===== src/rtl/param_fifo_pkg.sv =====
// Shared types and helpers for the param_fifo buffering stage.
package param_fifo_pkg;

  typedef enum logic [1:0] {
    EMPTY,
    PARTIAL,
    FULL
  } fifo_state_e;

  // Pointer width; a single-entry FIFO still carries a 1-bit pointer.
  function automatic int ptr_width(int depth);
    return (depth > 1) ? $clog2(depth) : 1;
  endfunction

endpackage


===== src/rtl/param_fifo_ctrl.sv =====
// Type-agnostic FIFO controller: read/write pointers, occupancy and state.
// Push/pop requests arrive already qualified by the top-level handshake,
// so one controller serves every element type specialisation.
module param_fifo_ctrl
  import param_fifo_pkg::*;
#(
  parameter int  DEPTH = 4,
  localparam int PW    = ptr_width(DEPTH),
  localparam int CW    = $clog2(DEPTH + 1)
) (
  input  logic          clk_i,
  input  logic          rst_ni,
  input  logic          flush_i,
  input  logic          push_i,
  input  logic          pop_i,
  output logic [PW-1:0] wr_ptr_o,
  output logic [PW-1:0] rd_ptr_o,
  output logic [CW-1:0] count_o,
  output fifo_state_e   state_o
);

  if (DEPTH < 1) begin : g_bad_depth
    $fatal(1, "param_fifo_ctrl: DEPTH must be >= 1");
  end

  localparam logic [PW-1:0] LAST_PTR = PW'(DEPTH - 1);
  localparam logic [CW-1:0] FULL_CNT = CW'(DEPTH);

  logic [PW-1:0] wr_ptr_q, wr_ptr_d;
  logic [PW-1:0] rd_ptr_q, rd_ptr_d;
  logic [CW-1:0] count_q, count_d;
  fifo_state_e   state_q, state_d;

  // Explicit wrap so non-power-of-two depths never index past the array.
  function automatic logic [PW-1:0] next_ptr(input logic [PW-1:0] p);
    return (p == LAST_PTR) ? '0 : p + PW'(1);
  endfunction

  // Next-state: flush wins, otherwise advance pointers and adjust occupancy.
  always_comb begin
    wr_ptr_d = wr_ptr_q;
    rd_ptr_d = rd_ptr_q;
    count_d  = count_q;
    if (flush_i) begin
      wr_ptr_d = '0;
      rd_ptr_d = '0;
      count_d  = '0;
    end else begin
      if (push_i) wr_ptr_d = next_ptr(wr_ptr_q);
      if (pop_i)  rd_ptr_d = next_ptr(rd_ptr_q);
      if (push_i && !pop_i)      count_d = count_q + CW'(1);
      else if (pop_i && !push_i) count_d = count_q - CW'(1);
    end
    if (count_d == '0)           state_d = EMPTY;
    else if (count_d == FULL_CNT) state_d = FULL;
    else                          state_d = PARTIAL;
  end

  // Control registers; state is registered alongside the count it encodes.
  always_ff @(posedge clk_i or negedge rst_ni) begin
    if (!rst_ni) begin
      wr_ptr_q <= '0;
      rd_ptr_q <= '0;
      count_q  <= '0;
      state_q  <= EMPTY;
    end else begin
      wr_ptr_q <= wr_ptr_d;
      rd_ptr_q <= rd_ptr_d;
      count_q  <= count_d;
      state_q  <= state_d;
    end
  end

  assign wr_ptr_o = wr_ptr_q;
  assign rd_ptr_o = rd_ptr_q;
  assign count_o  = count_q;
  assign state_o  = state_q;

endmodule


===== src/rtl/param_fifo.sv =====
// Type-parameterized synchronous FIFO with valid/ready on both sides.
// Holds the T-typed storage and output muxing; control lives in
// param_fifo_ctrl. Define PARAM_FIFO_BYPASS_EN to let data pass straight
// through an empty FIFO in the same cycle.
module param_fifo
  import param_fifo_pkg::*;
#(
  parameter type T     = bit,
  parameter int  DEPTH = 4,
  localparam int CW    = $clog2(DEPTH + 1)
) (
  input  logic          clk_i,
  input  logic          rst_ni,
  input  logic          flush_i,
  input  logic          in_valid_i,
  output logic          in_ready_o,
  input  T              in_data_i,
  output logic          out_valid_o,
  input  logic          out_ready_i,
  output T              out_data_o,
  output logic [CW-1:0] count_o
);

  localparam int PW = ptr_width(DEPTH);

  fifo_state_e   state;
  logic [PW-1:0] wr_ptr;
  logic [PW-1:0] rd_ptr;
  logic          empty;
  logic          byp;
  logic          push;
  logic          pop;

  // Storage is deliberately left out of reset.
  T mem_q [DEPTH];

  assign empty = (state == EMPTY);

`ifdef PARAM_FIFO_BYPASS_EN
  assign byp = empty && in_valid_i && !flush_i;
`else
  assign byp = 1'b0;
`endif

  // Ready depends only on registered state: no combinational ready path.
  assign in_ready_o  = (state != FULL);
  assign out_valid_o = !empty || byp;

  // A bypassed element that is consumed immediately is never stored.
  assign push = in_valid_i && in_ready_o && !flush_i && !(byp && out_ready_i);
  assign pop  = !empty && out_ready_i && !flush_i;

  param_fifo_ctrl #(
    .DEPTH (DEPTH)
  ) u_ctrl (
    .clk_i    (clk_i),
    .rst_ni   (rst_ni),
    .flush_i  (flush_i),
    .push_i   (push),
    .pop_i    (pop),
    .wr_ptr_o (wr_ptr),
    .rd_ptr_o (rd_ptr),
    .count_o  (count_o),
    .state_o  (state)
  );

  // Write accepted elements into storage.
  always_ff @(posedge clk_i) begin
    if (push) mem_q[wr_ptr] <= in_data_i;
  end

  // Head element, bypass data, or zero when nothing is available.
  always_comb begin
    out_data_o = '0;
    if (byp)         out_data_o = in_data_i;
    else if (!empty) out_data_o = mem_q[rd_ptr];
  end

endmodule


===== config.mk =====
export PLATFORM = sky130hd
export DESIGN_NAME = param_fifo
export DESIGN_NICKNAME = d
export VERILOG_FILES = /design/src/rtl/param_fifo_pkg.sv /design/src/rtl/param_fifo_ctrl.sv /design/src/rtl/param_fifo.sv
export SDC_FILE = /design/constraint.sdc
export NUM_CORES = 1
export LEC_CHECK = 0
export CORE_AREA = 2 2 49 51
export DETAILED_ROUTE_END_ITERATION = 8
export DIE_AREA = 0 0 51 53
export SLEW_MARGIN = 20
export SYNTH_ARGS = -nofsm -noshare
export SYNTH_HDL_FRONTEND = slang
export SYNTH_HIERARCHICAL = 1
export SYNTH_SLANG_ARGS = --single-unit

===== constraint.sdc =====
create_clock -name clk_i -period 4.35 [get_ports clk_i]
set_clock_uncertainty 0.05 [all_clocks]
set_input_delay 1.0875 -clock clk_i [delete_from_list [all_inputs] [get_ports clk_i]]
set_output_delay 1.0875 -clock clk_i [all_outputs]
set_load 0.1 [all_outputs]

## Yosys cells after proc, flatten, opt, wreduce, memory -nomap -nowiden

Memory sizes are Yosys's and may differ from the RTL's.
Index checks and enable logic that the tools add are counted.

- Bits in writable memories: 4
- Register bits after elaboration: 9
- Memories kept: 1
- Logic and storage cells: 41

- Reduce and logical (&&, ||, !) cells: 14
- Equal/unequal tests: 4
- Muxes and demuxes: 14
- Add/sub/neg operators: 4

Memory list:

| memory | words | width | read ports | clocked after Yosys merged registers in | wr ports | line | RTL |
|---|---|---|---|---|---|---|---|
| mem_q | 4 | 1 | 1 | 0 | 1 | param_fifo.sv:35 | `T mem_q [DEPTH];` |

Operator list:

| cell | number |
|---|---|
| $mux 2 | 8 |
| $mux 3 | 3 |
| $logic_and 1x1->1 | 6 |
| $add 2x1->2 const B | 2 |
| $eq 2x2->1 const B | 2 |
| $logic_not 1->1 | 4 |
| $reduce_bool 2->1 | 2 |
| $add 3x1->3 const B | 1 |
| $eq 3x3->1 const B | 1 |
| $logic_not 3->1 | 1 |
| $mux 1 | 3 |
| $sub 3x1->3 const B | 1 |
| $logic_not 2->1 | 1 |
| $ne 2x2->1 const B | 1 |

## Depth between registers and ports, before layout

Gate-level depths: netlist of run 1.

- Depth in word-level cells: 11
- Depth in mapped cells: 7
- Depth with buffers taken out: 6

## Cells and area by module

The synthesis of run 1 kept the hierarchy.

By module, submodules not included:

| module | seq. area each (um2) | times used | cells an instance | area an instance (um2) |
|---|---|---|---|---|
| param_fifo_ctrl | 225.2 | 1 | 50 | 513.0 |
| param_fifo | 120.1 | 1 | 16 | 217.7 |

## Worst setup path before layout of run 1

Ideal clock, no wire load.

- Kind: reg2out
- Start: reg u_ctrl.state_q[0] (netlist: u_ctrl/state_o[0])
- End: out out_data_o
- Setup slack: 1.608 ns
- Cell stages (with the launch flop): 3
- Buffers on the path: 0
- Arrival time: 1.605 ns
- Cells stage by stage: dfrtp_1 > or2_2 > and2_1

- Longest elaborated chain between the ends: 2

Ends and longest elaborated chain:

| what | line | RTL |
|---|---|---|
| start: declaration | param_fifo_ctrl.sv:32 | `fifo_state_e state_q, state_d;` |
| start signal: assignment | param_fifo_ctrl.sv:70 | `state_q <= state_d;` |
| $logic_not 2->1 | param_fifo.sv:37 | `assign empty = (state == EMPTY);` |
| $mux 1 | param_fifo.sv:76 | `else if (!empty) out_data_o = mem_q[rd_ptr];` |
| end: declaration | param_fifo.sv:20 | `output T out_data_o,` |

No other way between the ends.

## Final worst setup path of run 1

- Start: reg u_ctrl.rd_ptr_q[0] (netlist: u_ctrl/rd_ptr_o[0])
- End: out out_data_o

- Longest elaborated chain between the ends: 2

Ends and longest elaborated chain:

| what | line | RTL |
|---|---|---|
| start: declaration | param_fifo_ctrl.sv:30 | `logic [PW-1:0] rd_ptr_q, rd_ptr_d;` |
| start signal: assignment | param_fifo_ctrl.sv:68 | `rd_ptr_q <= rd_ptr_d;` |
| $mem_v2 4x1 | n/a |  |
| $mux 1 | param_fifo.sv:76 |  |

No other way between the ends.

==> results of run 1 <==
-- power by group through the flow --
| stage | registers, W | clock network, W | logic, W |
|---|---|---|---|
| 6_report | 0.000153 | 0.0000723 | 0.000182 |
| 5_1_grt | 0.000156 | 0.0000837 | 0.000193 |
| 4_1_cts | 0.000153 | 0.0000776 | 0.000183 |
| 3_5_place_dp | 0.000155 | 0 | 0.000182 |
| 3_3_place_gp | 0.000156 | 0 | 0.000181 |
| 2_1_floorplan | 0.000196 | 0 | 0.000103 |
-- critical path, stage by stage (launching register included) --
cell	delay [ps]
dfrtp_1	410
mux4_2	500
and2_1	160
clkdlybuf4s50_1	950
-- metal layers --
layer  part of all wire, %  vias to the layer above  wire length (um)
met5                     0                        -                 0
met4                   1.5                        0                19
met3                   6.5                        2                80
met2                    48                       19               589
met1                    44                      230               546
li1                      -                      252                 -
-- sequential cells by signal (all words and copies together), names as in the netlist --
register,count
u_ctrl/rd_ptr_o,2
mem_q,4
u_ctrl/state_o,2
u_ctrl/wr_ptr_o,2
u_ctrl/count_o,3
-- area by class of cell --
class,instances,area [um^2]
multi-input cells,46,348
repair buffers,11,110
flip-flops and latches,13,345
well taps,28,35.0
clock buffers,4,26.3
inverters,4,15.0
fillers,210,1270
-- worst paths after layout --
path                                                     start                              to  slack, ps  cells after the start
max in group asynchronous                               rst_ni     u_ctrl/state_o[0]$_DFF_PN0_       2900                      1
worst min-delay path            u_ctrl/rd_ptr_o[1]$_DFFE_PN0P_  u_ctrl/rd_ptr_o[1]$_DFFE_PN0P_        530                      2
min in group asynchronous                               rst_ni  u_ctrl/rd_ptr_o[1]$_DFFE_PN0P_       1070                      1
worst max-delay path            u_ctrl/rd_ptr_o[0]$_DFFE_PN0P_                      out_data_o        920                      3
worst min register to register  u_ctrl/rd_ptr_o[1]$_DFFE_PN0P_  u_ctrl/rd_ptr_o[1]$_DFFE_PN0P_        530                      2
worst max register to register     u_ctrl/state_o[1]$_DFF_PN0_     u_ctrl/state_o[1]$_DFF_PN0_       2410                      6
-- logic make-up after synthesis --
kind of cell	after synthesis
AO/OA/AOI/OAI	7
XOR/XNOR	4
adder cells (fa/ha/maj)	4
buffers and inverters	7
flip-flops	13
multiplexers	2
AND/OR/NAND/NOR	29
-- stage by stage --
stage | area, um^2 | util (%) | hold WS (ps) | cells | setup slack, ps
after global routing | 880 | 40.9 | 560 | 106 | 846
after detailed placement | 853 | 39.7 | 511 | 102 | 989
final | 880 | 40.9 | 528 | 106 | 916
after floorplan | 731 | - | 462 | 66 | 1610
after global placement | 853 | 39.7 | 500 | 102 | 1000
after CTS | 880 | 40.9 | 532 | 106 | 888
-- Yosys cell counts --
library cell / count
edfxtp_1: 4
a31oi_1: 1
xnor2_1: 2
inv_2: 1
nor2_1: 10
clkbuf_1: 1
a21oi_1: 1
o211ai_1: 1
nor4bb_1: 1
mux2i_1: 1
inv_1: 3
or2_2: 1
buf_6: 1
a211oi_2: 1
and2_1: 2
nand2_2: 2
buf_4: 1
nor3b_2: 2
a21oi_2: 1
and3b_1: 2
ha_1: 3
mux4_2: 1
nor4b_1: 2
nor4_1: 1
xor2_1: 2
nand2b_1: 1
o21ai_1: 1
nor3_1: 2
nand2_1: 2
dfrtp_1: 9
o22ai_2: 1
maj3_1: 1
nor2b_1: 1
==> impl_results.md, run 1 <==
- Run status: finished, final reports clean
- Post-DR vias/cell: roughly 4.7
- PortBufs: 11
- Worst-case clock buffer depth: 2
- Simple-Gate Fraction of Synth Area: between 20% and 30%
- Pwr dens: ~460 nW/um^2
- Fmax: 291 MHz
- Via count: around 500
- Core area: roughly 2100 um^2
- Wire per inst: around 12 um
- MaxCap Viol Count: 0
- Largest family of logic cells by synthesized area: simple AND/OR/NAND/NOR gates
- Sequential share of the synthesized area: 47.3%
- Hold buffer count at cts: 0
- Clk_lat worst skew: approximately 270 ps
- Max-slew headroom: 35.3%
- CTS tree: yes
- Layout net count: 88
- HP Class: register to register
- Area share of fa/ha/maj cells after synthesis: about 6.5%
- Logic pwr share: 44.7%
- Max VDD drop: between 0.2 and 0.25 mV
- Int Pwr: 0.000230 W
- CTS root buffer: clkbuf_4
- Post-synthesis cell count: 66
- Post-Syn Area per Cell: approximately 11 um^2
- Seq pwr share: roughly 38%
- Rows: 17
- Crit. End Element: output port
- # DRC: 0
- # H-tree levels: 1
- Total wire length: 1240 um
- Biggest area consumer among synthesized cells: dfrtp_1
- GRT Residual Overflow: 0
- Die Wd: roughly 51 um
- Final setup violation count: 0
- Post-DP HPWL: approximately 920 um
- Final hold vios: 0
- Ys Warns: 6
- Sink Count: 13
- WS Path Type: register to output port
- Cts repair resizes: 0
- Post-CTS Setup Inserts: 0
- Met1 Usage GRT: between 10% and 20%
- Initial antenna violation count: 0
- Worst-path maximum fanout: 3
- Starting Density: between 30% and 40%
- First-pass GRT wire length: 2040 um
- Mapped cell area: approximately 730 um^2
- Design Power: around 0.00041 W
- Reg clk slew, reported paths: roughly 80 ps
- Die ar.: 2700 um^2
- Seq cells post-synth: 13
- Final Cycle Share: between 70% and 80%
- Share of the synthesized area in the top cell type: just over 30%
- Initial DRT Pass Iterations: 4
- Vias in the first global route: 475
- Multiplexer share of the synthesized area: 4.45%
- Minimum clock period: about 3400 ps
- Area growth syn-to-layout: 20.4%
- Total net switching power: roughly 0.00018 W
- Layout cells sized above 1: between 15 and 20%
- Worst Tran Pin Value: 968 ps
- Crit path DAT: roughly 2300 ps
- Most frequent cells in the layout: clkdlybuf4s50_1, nor2_1, dfrtp_1, edfxtp_1
- Most common cell after layout, fill and taps aside: clkdlybuf4s50_1
- Final Max Slew Viols: 0
- Post-route ant nets: 0
- Initial drt markers: 14
- Xor and xnor area share after synthesis: under 10%
- Die Ht: about 53 um
- Top-Level Pins: 12
- Fin Setup TNS: 0 ps
- Worst EP required: roughly 3200 ps
- GP Congestion: 0.734
- Met2 Resource Use GR: around 17%
- RSZ-0062 raised after global routing: no
- Switch share: 43.6%
- Clk pwr share: between 10% and 20%
- Synth unique cells: 33
- TritonCTS Buffers: 3
- Setup crit start kind: register
- Syn_nets: 75
- Total leakage power: 0.354 nW
- GR Util met3: 2.82%
- Synth Area in Compound Gates: approximately 7.9%
- Largest net degree at the start of global routing: 12
- Synth top area cells: dfrtp_1, edfxtp_1, ha_1, nor2_1, nor3b_2
- # diodes: 0
- GRT busiest layer: met2
- Global Route Usage Sum: between 10% and 20%
(Power assumes the default switching activity.)
==> run 2, diff against run 1 <==
==> constraint.sdc (replaced) <==
create_clock -name clk_i -period 3.2 [get_ports clk_i]
set_clock_uncertainty 0.05 [all_clocks]
set_input_delay 0.8 -clock clk_i [delete_from_list [all_inputs] [get_ports clk_i]]
set_output_delay 0.8 -clock clk_i [all_outputs]
set_load 0.1 [all_outputs]
==> impl_results.md, run 2 (same netlist as run 1, synthesis figures left out) <==
- Run status: finished, final reports clean
- Worst path bufs/invs: 1 (unchanged)
- FF/Latch Area: 345 um^2 (unchanged)
- RSZ-0062 raised after global routing: no
- Post-CTS Setup Inserts: 0 (unchanged)
- R2R Setup Slk: 1410 ps (-1000 ps)
- Crit-path leading delay family: multiplexers
- Largest net degree at the start of global routing: 11 (-1)
- TritonCTS Buffers: 3 (unchanged)
- Final hold vios: 0 (unchanged)
- Max-slew headroom: 70.1% (+35 points)
- Most common cell after layout, fill and taps aside: nor2_1
- Post-route ant nets: 0 (unchanged)
- Global Route Usage Sum: 11.9% (+0.93 points)
- MaxCap Viol Count: 0 (unchanged)
- Fmax: between 400 and 500 MHz
- Worst EP required: 2350 ps (-860 ps)
- Max VDD drop: 0.244 mV (+13%)
- Pwr dens: 627 nW/um^2 (+35%)
- Minimum clock period: approximately 2400 ps
- CTS root buffer: clkbuf_4
- # DRC: 0 (unchanged)
- Fin Setup TNS: 0 ps (unchanged)
- Initial antenna violation count: 0 (unchanged)
- WHS Path Cells: 2 (unchanged)
- # diodes: 0 (unchanged)
- Most frequent cells in the layout: nor2_1, dfrtp_1, buf_4, clkdlybuf4s50_1, edfxtp_1
- HP Class: register to register
- Reg clk slew, reported paths: 80 ps (about the same)
- Hold Startpoint: u_ctrl/rd_ptr_o[1]$_DFFE_PN0P_
- GP Congestion: 0.782 (+6.4%)
- Initial drt markers: 4 (-10)
- Sink Count: 13 (unchanged)
- Total leakage power: 0.372 nW (+5.1%)
- # H-tree levels: 1 (unchanged)
- Hold buffer count at cts: 0 (unchanged)
- Vias in the first global route: 514 (+8.2%)
- WS Path Type: register to output port
- Post-DP HPWL: 948 um (+3.3%)
- Rows: 17 (unchanged)
- Worst r2r src: u_ctrl/state_o[0]$_DFF_PN0_
- CTS tree: yes
- Worst-case clock buffer depth: 2 (unchanged)
- Layout cells sized above 1: 26.3% (+9.6 points)
- Worst-path maximum fanout: 3 (unchanged)
- Hold slack: 522 ps (-6.16 ps)
- Layout net count: 90 (+2.3%)
- Number of flip-flops in the largest register: 4 (unchanged)
- Final Max Slew Viols: 0 (unchanged)
- Biggest register: mem_q
- Die Ht: 53 um (unchanged)
- Initial DRT Pass Iterations: 4 (unchanged)
- Crit. End Element: output port
- Die Wd: 51 um (unchanged)
- First-pass GRT wire length: 2210 um (+8.4%)
- Core area: 2150 um^2 (unchanged)
- Area of the multi-input gates: 348 um^2 (unchanged)
- Cts repair resizes: 0 (unchanged)
- GRT Residual Overflow: 0 (unchanged)
- Setup crit start kind: register
- Final setup violation count: 0 (unchanged)
- Crit path DAT: 1590 ps (-710 ps)
- Reg-to-reg endpoint: u_ctrl/state_o[1]$_DFF_PN0_
- Starting Density: 34.0% (unchanged)
- Via count: 520 (+3.4%)
- Top-Level Pins: 12 (unchanged)
- Slowest stage cell, crit path: mux4_2
- Worst Tran Pin Value: 449 ps (-519 ps)
- Endpoint, Worst Hold: u_ctrl/rd_ptr_o[1]$_DFFE_PN0P_
- Filler cell count: 217 (+3.3%)
- Area growth syn-to-layout: 20.4% (unchanged)
- Die ar.: 2700 um^2 (unchanged)
- Critical-path cell list: mux4_2, and2_1, buf_4
- Wire per inst: 12.0 um (+2.6%)
- Final Cycle Share: about three quarters
- Total wire length: 1290 um (+4.5%)
- Critical Path Max Stage Delay: 500 ps (-450 ps)
- Clk_lat worst skew: 270 ps (about the same)
- Post-DR vias/cell: 4.81 (+1.5%)
- PortBufs: 11 (unchanged)
- R2R cell count: 7 (+1)
run 2: cell count changes in the layout (fill, tap and decap cells not counted), sizes merged:
cell           previous run  this run
buf                       0         8
clkdlybuf4s50            11         5
run 2: cell type report:
class                           count  area share, %
Clock buffer                        4           2.99
Timing Repair Buffer               13           12.5
Multi-Input combinational cell     46           39.5
Tap cell                           28           3.98
Sequential cell                    13           39.3
Inverter                            4           1.71
run 2: worst max-delay path by stage:
stage,start,slack (ps),endpoint,cells past startpoint
6_report,u_ctrl/rd_ptr_o[0]$_DFFE_PN0P_,760,out_data_o,3
5_1_grt,u_ctrl/rd_ptr_o[0]$_DFFE_PN0P_,670,out_data_o,3
4_1_cts,u_ctrl/rd_ptr_o[0]$_DFFE_PN0P_,740,out_data_o,3
3_5_place_dp,flush_i,590,u_ctrl/state_o[1]$_DFF_PN0_,7
3_3_place_gp,flush_i,580,u_ctrl/state_o[1]$_DFF_PN0_,6
2_1_floorplan,u_ctrl/state_o[0]$_DFF_PN0_,750,out_data_o,2
run 2: tightest hold or removal path, stage by stage, from the launching register on:
cell	delay, ps
dfrtp_1	380
xor2_1	80
nor2_1	80
run 2: per-layer routing:
layer	GRT usage, %	part of all wire, %
met1	12.9	46
met2	19.9	47
met3	1.69	3.6
met4	10.8	3.6
met5	0	0
run 2: where the power goes:
group          switching (W)  internal, W  total (W)
Clock              0.0000533    0.0000483   0.000102
Sequential         0.0000198     0.000187   0.000207
Combinational       0.000169    0.0000742   0.000243
run 2: through the flow:
step,area [um^2],std cells,util (%),worst slack [ps],power (W)
finish,880,108,40.9,764,0.000551
global route,880,108,40.9,668,0.000583
CTS,880,108,40.9,736,0.000558
detailed placement,853,104,39.7,588,0.000455
global placement,853,104,39.7,577,0.000452
floorplan,731,66,-,745,0.000406
